**src/rtl/lock_sequencer.sv**
```systemverilog
// PLL lock sequencer: syncs locked, holds off for HOLD cycles, then releases rst_n and strobes ce every CEDIV cycles.
// Release HOLD+2 edges after locked is sampled, loss after 2; no backpressure; LOCK_SEQ_FAULT_LATCH_EN latches loss in FAULT.
module lock_sequencer #(
  parameter int HOLD  = 24000,
  parameter int CEDIV = 3
) (
  input  logic clock,
  input  logic reset,
  input  logic locked,
  output logic rst_n,
  output logic ready,
  output logic ce,
  output logic lost
);

  localparam int HW = (HOLD > 1) ? $clog2(HOLD) : 1;
  localparam int CW = (CEDIV > 1) ? $clog2(CEDIV) : 1;
  localparam logic [HW-1:0] HOLD_LAST = HW'(HOLD - 1);
  localparam logic [CW-1:0] CE_LAST   = CW'(CEDIV - 1);

`ifdef LOCK_SEQ_FAULT_LATCH_EN
  typedef enum logic [1:0] {IDLE, COUNT, RUN, FAULT} state_t;
`else
  typedef enum logic [1:0] {IDLE, COUNT, RUN} state_t;
`endif

  logic          s1, s2;
  state_t        state, state_nxt;
  logic [HW-1:0] hold_cnt, hold_cnt_nxt;
  logic [CW-1:0] ce_cnt, ce_cnt_nxt;
  logic          run_nxt, ce_nxt, lost_nxt;

  always_ff @(posedge clock or negedge reset) begin
    if (!reset) begin
      s1 <= 1'b0;
      s2 <= 1'b0;
    end else begin
      s1 <= locked;
      s2 <= s1;
    end
  end

  always_ff @(posedge clock or negedge reset) begin
    if (!reset) begin
      state    <= IDLE;
      hold_cnt <= '0;
      ce_cnt   <= '0;
      rst_n    <= 1'b0;
      ready    <= 1'b0;
      ce       <= 1'b0;
      lost     <= 1'b0;
    end else begin
      state    <= state_nxt;
      hold_cnt <= hold_cnt_nxt;
      ce_cnt   <= ce_cnt_nxt;
      rst_n    <= run_nxt;
      ready    <= run_nxt;
      ce       <= ce_nxt;
      lost     <= lost_nxt;
    end
  end

  // A drop of s2 in COUNT wins over the terminal count.
  always_comb begin
    state_nxt    = state;
    hold_cnt_nxt = hold_cnt;
    case (state)
      IDLE: begin
        hold_cnt_nxt = '0;
        if (s2) state_nxt = COUNT;
      end
      COUNT: begin
        if (!s2) begin
          state_nxt    = IDLE;
          hold_cnt_nxt = '0;
        end else if (hold_cnt == HOLD_LAST) begin
          state_nxt = RUN;
        end else begin
          hold_cnt_nxt = hold_cnt + HW'(1);
        end
      end
      RUN: begin
        if (!s2) begin
`ifdef LOCK_SEQ_FAULT_LATCH_EN
          state_nxt = FAULT;
`else
          state_nxt = IDLE;
`endif
          hold_cnt_nxt = '0;
        end
      end
`ifdef LOCK_SEQ_FAULT_LATCH_EN
      FAULT: state_nxt = FAULT;
`endif
      default: begin
        state_nxt    = IDLE;
        hold_cnt_nxt = '0;
      end
    endcase
  end

  // Outputs are computed from the next state so they change on the same edge as the state.
  always_comb begin
    run_nxt    = (state_nxt == RUN);
    ce_cnt_nxt = '0;
    ce_nxt     = 1'b0;
    if (run_nxt) begin
      if (state != RUN || ce_cnt == CE_LAST) ce_cnt_nxt = '0;
      else                                   ce_cnt_nxt = ce_cnt + CW'(1);
      ce_nxt = (ce_cnt_nxt == '0);
    end
`ifdef LOCK_SEQ_FAULT_LATCH_EN
    lost_nxt = (state_nxt == FAULT);
`else
    lost_nxt = (state == RUN) && !run_nxt;
`endif
  end

endmodule

```
**config.mk**
```make
export PLATFORM = sky130hd
export DESIGN_NAME = lock_sequencer
export DESIGN_NICKNAME = d
export VERILOG_FILES = /design/src/rtl/lock_sequencer.sv
export SDC_FILE = /design/constraint.sdc
export NUM_CORES = 1
export LEC_CHECK = 0
export CAP_MARGIN = 20
export CORE_ASPECT_RATIO = 0.8
export CORE_UTILIZATION = 30
export DETAILED_ROUTE_END_ITERATION = 16
export PLACE_DENSITY = 0.55
export SETUP_SLACK_MARGIN = 0.2
export SYNTH_ARGS = -nofsm -noshare
export SYNTH_HDL_FRONTEND = slang
export SYNTH_SLANG_ARGS = --single-unit
```
**constraint.sdc**
```tcl
create_clock -name clock -period 1.5 [get_ports clock]
set_input_delay 0.225 -clock clock [delete_from_list [all_inputs] [get_ports clock]]
set_output_delay 0.225 -clock clock [all_outputs]
set_load 0.02 [all_outputs]
```
**Word level (Yosys, flattened, before mapping)**

Cells that the tools add are included.

- Equal/unequal tests: 8
- Shift operators: 0
- $lt $le $gt $ge: 0
- Add/sub/neg operators: 2
- Multiply operators: 0
- Multiplexer cells: 13
- Reductions and logical operators: 6
- Bitwise gates (word level): 0
- Divide/modulo/power cells: 0

Operator list:

| kind | count |
|---|---|
| two-way mux 15 bit | 3 |
| one-hot mux 15 bit (2 select lines) | 1 |
| adder 15 x 1 -> 15 bit (second input constant) | 1 |
| equality test 15 bit (second input constant) | 1 |
| two-way mux 2 bit | 7 |
| equality test 2 bit (second input constant) | 3 |
| one-hot mux 2 bit (3 select lines) | 1 |
| zero test 2 bit | 2 |
| != test 2 bit (second input constant) | 2 |
| != test 3 bit (second input constant) | 1 |
| adder 2 x 1 -> 2 bit (second input constant) | 1 |
| equality test 2 x 1 -> 1 bit (second input constant) | 1 |
| AND reduction 2 bit | 1 |
| logical AND 1 bit | 1 |
| zero test 1 bit | 1 |
| logical OR 1 bit | 1 |
| two-way mux 1 bit | 1 |

- Bits in read-only memories: 0
- Register bits after elaboration: 24
- Latch bits: 0
- Memories kept: 0
- Bits in writable memories: 0
- Logic and storage cells: 37
- Output and inout bits: 4

**Depth between registers and ports, before layout**

Gate-level depths: netlist of the first run.

- Depth after elaboration: 8
- Gate-level depth with buffers: 6
- Mapped depth without buffers: 5

**Worst setup path before layout of the first run**

No wires, ideal clock.

- Kind: register to register
- Start point: register hold_cnt[0]
- End point: register hold_cnt[14]
- Buffers on the path: 1
- Cell stages (with the launch flop): 7
- Library setup time: 0.069 ns
- Setup slack: -0.041 ns
- Arrival: 1.472 ns
- Path through: dfrtp_1 > ha_1 > and3_1 > buf_2 > nand3_4 > or4_1 > nand3_1

- Cells in the longest elaborated chain, start to end: 4
- Elaborated cells on any way between the ends: 7
- Those cells by class: add/sub (1); eq/ne (2); mux (3); reduce/logical (1)

Ends and longest elaborated chain:

| what | line | RTL |
|---|---|---|
| start, declared | 29 | `logic [HW-1:0] hold_cnt, hold_cnt_nxt;` |
| start signal, assigned | 54 | `hold_cnt <= hold_cnt_nxt;` |
| adder 15 x 1 -> 15 bit | 79 | `hold_cnt_nxt = hold_cnt + HW'(1);` |
| two-way mux 15 bit | 76 | `end else if (hold_cnt == HOLD_LAST) begin` |
| two-way mux 15 bit | 73 | `if (!s2) begin` |
| one-hot mux 15 bit (2 select lines) | 67 | `case (state)` |

Parallel ways exist; a longest one is shown, timed or not. The select of a mux whose other input is x is not followed.
A chain may end at the register's enable or synchronous reset.

**Final worst setup path of the first run**

- Start point: register hold_cnt[1]
- End point: register hold_cnt[6]

The elaborated chain is that of the path after synthesis.

==> qor.tcl, run 1 <==
set qor(critical-path-max-stage-delay_ns) 0.51
set qor(route.vias.total) 1094
set qor(fp.coreArea_um2) 3850
set qor(first_pass_grt_wire_length_mm) 5.17
set qor(wl_mm) 3.10
set qor(cts_inserted_buffers) 3
set qor(detail_route.iter0.violations) 67
set qor(worst_skew_pair.late_latency_ns) 0.27
set qor(clock_tree.root_cell) {clkbuf_8}
set qor(worst_pin_slew_ns) 0.317
set qor(final-hold-violation-count) 0
set qor(antennaDiodeCount) 0
set qor(final-setup-viol-count) 0
set qor(clock_tree_from_tritoncts) {yes}
set qor(max_cap_violations) 0
set qor(timing.clock.skew_ns) 0.00196
set qor(yosys-top-cells-area) {dfrtp_1 (49%), o21ai_0 (3.7%), nand2_1 (3.7%)}
set qor(drc) 0
set qor(port_buffers) 6
set qor(regToRegSetupSlack_ns) 0.02
set qor(area.growth.synth_to_final_pct) 43.6
set qor(timing.critical_path.required_ns) 1.70
set qor(synth-edff-count) 0
set qor(grt.overflow.total) 0
set qor(detail_route.vias_per_cell) 5.00
set qor(final_core_util_pct) 45.9
set qor(crit_start) {hold_cnt[1]}
set qor(place_ws_ns) 0.0141
set qor(timing.final.crit_period_ns) 1.48
set qor(dieWidth_um) 73.6
set qor(worstPathCellList) {ha_4, nand3_4, nor4_4, or4_1, a21oi_2}
set qor(postPlaceCellArea_um2) 1480
set qor(worstPathMaxFanout) 3
set qor(cp.arrival_ns) 1.68
set qor(pin_count) 7
set qor(number_of_fill_cells_in_the_layout) 370
set qor(drt_first_pass_iters) 4
set qor(maxSlewViolCount) 0
set qor(die_area_um2) 4370
set qor(htree_num_levels) 1
set qor(row_count) 20
set qor(max-slew-margin-rel_pct) 78.8
set qor(antenna_left) 0
set qor(power_mw) 1.19
set qor(cts_max_path_buffers) 2
set qor(max-vdd-ir-drop_uv) 312
set qor(dp_cells) 197
set qor(r2r.worst_path.cells) 5
set qor(finalWeightedCongestion) 0.793
set qor(holdCritPathClass) {input pin to async pin}
set qor(crit_path_start_kind) {flip-flop}
set qor(synth_cells) 125
set qor(dpl.hpwl_mm) 2.00
set qor(critical-path-slowest-cell) {or4_1}
set qor(final_layout_size_suffix_gt1_share_pct) 37.8
set qor(worst_path_dominant_cell_family) {simple AND/OR/NAND/NOR gates}
set qor(post_synthesis_cell_type_count) 34
set qor(synthArstFlopShare_pct) 100
set qor(cts.clk_slew.worst_paths_ns) 0.08
set qor(track_usage_pct) 15.7
set qor(fin_nets) 170
set qor(cts.sink_count) 24
set qor(detail_route.wl_per_cell_um) 14.2
set qor(maxClockFrequency_mhz) 677
set qor(yosysWarningCount) 0
set qor(rsz0062_at_grt) {true}
set qor(netlist_area_um2) 1230
set qor(final_cell_area_um2) 1770
set qor(yosysMostFrequentCell) {dfrtp_1}
set qor(worst-setup-path-type) {flip-flop to flip-flop}
set qor(grt_pass1_vias) 1089
set qor(per_instance_average_area_after_synthesis_um2) 9.85
set qor(endpoint_kind) {flip-flop}
set qor(synth.ff_latch_count) 24
set qor(critical_path.n_buffers_inverters) 0
set qor(leakagePower_nw) 0.813
set qor(fp.dieH_um) 59.3
set qor(pin_count_of_the_biggest_net_entering_global_routing) 25
set qor(worstSetupPathDepth) 5
set qor(finish.cell_count_without_fillers) 219
set qor(start_util_pct) 31.9
set qor(seq_area_frac_synth_pct) 48.8
set qor(synth_common_cells) {dfrtp_1 (24), nand2_1 (12), o21ai_0 (9)}
set qor(synth_flop_type) {dfrtp_1}
set qor(grt_antenna_before_repair) 0
set qor(p_per_area_nw_per_um2) 675
set qor(worst_r2r_endpoint) {hold_cnt[6]}
set qor(postLayoutSetupSlackWorst_ns) 0.0219
set qor(fin_crit_sh_pct) 98.5
set qor(worst_setup_path_endpoint) {hold_cnt[6]}
set qor(synth_top_area_share_pct) 48.8
set qor(run_status) {finished clean}
set qor(top_cell_type_by_total_area_after_synthesis) {dfrtp_1}
set qor(rr_startpoint) {hold_cnt[1]}
set qor(syn_nets) 130
-- per-layer routing --
layer / wire length (um) / GRT usage, %
met1: 1580 / 20.9
met2: 1420 / 25.4
met3: 61 / 3.40
met4: 30 / 5.22
met5: 0 / 0
-- cell type report --
cell class                      instances  area (um2)  share of cell area, %
Multi-Input combinational cell         90         672                   38.0
Sequential cell                        24         601                   34.0
Timing Repair Buffer                   42         357                   20.2
Tap cell                               55        68.8                   3.89
Clock buffer                            4        55.1                   3.11
Inverter                                4        15.0                  0.849
-- worst min-delay path by stage --
stage	from	end	cells past startpoint
6_report	reset	state[1]	2
2_1_floorplan	reset	ce	0
5_1_grt	reset	s2	2
4_1_cts	reset	s2	2
3_3_place_gp	s1	s2	0
3_5_place_dp	s1	s2	0
-- state kept, by name, summed over array words and instances, names as in the netlist --
register  count
state         2
s2            1
ce            1
hold_cnt     15
ready         1
s1            1
lost          1
ce_cnt        2
-- kinds of logic after synthesis --
logic type	count (synthesis)	synth area share (%)
AOI/OAI and AO/OA	36	19.3
DFF	24	48.8
buffers and inverters	11	4.17
and+or+nand+nor	52	25.7
adders and majority gates	2	2.03
-- layout by cell type (no fill, tap or decap), types with 4 or more instances in the layout --
cell	synthesis	routed
buf_4	1	30
dfrtp_1	24	24
nand2_1	12	12
o21ai_1	0	7
a21oi_1	8	6
nand3_1	7	5
buf_6	0	5
inv_1	4	4
nor3_1	5	4
o211ai_1	4	4
a31oi_1	4	4
clkbuf_8	0	4
dlygate4sd2_1	0	4
-- where the power goes --
group | internal, mW | switching [mW]
Combinational | 0.0435 | 0.0457
Sequential | 0.653 | 0.00741
Clock | 0.234 | 0.209
Total | 0.931 | 0.262
-- what timing repair did --
| item | in CTS | in global routing |
|---|---|---|
| resized for setup | 24 | 9 |
| endpoints found under the setup margin | 23 | 19 |
| setup buffers | 13 | 5 |
| hold buffers | 0 | 0 |
| hold endpoints to repair | 0 | 0 |
| pin swaps | 12 | 7 |
-- through the flow --
step	TNS [ns]	hold slack, ns
5_1_grt	-0.189	0.328
6_report	0	0.312
3_3_place_gp	0	0.335
3_5_place_dp	0	0.347
2_1_floorplan	0	-0.0706
4_1_cts	0	0.316
(Power assumes the default switching activity.)
==> inputs of run 2 (changes only) <==
Settings changed: SLEW_MARGIN set to 0.
==> results of run 2 <==
Same layout as run 1: the final DEF is identical, and so are final timing and power.
==> inputs of run 3 (changes only) <==
Settings changed: CTS_CLUSTER_SIZE set to 8.
==> results of run 3 <==
Same layout as run 1: the final DEF is identical, and so are final timing and power.
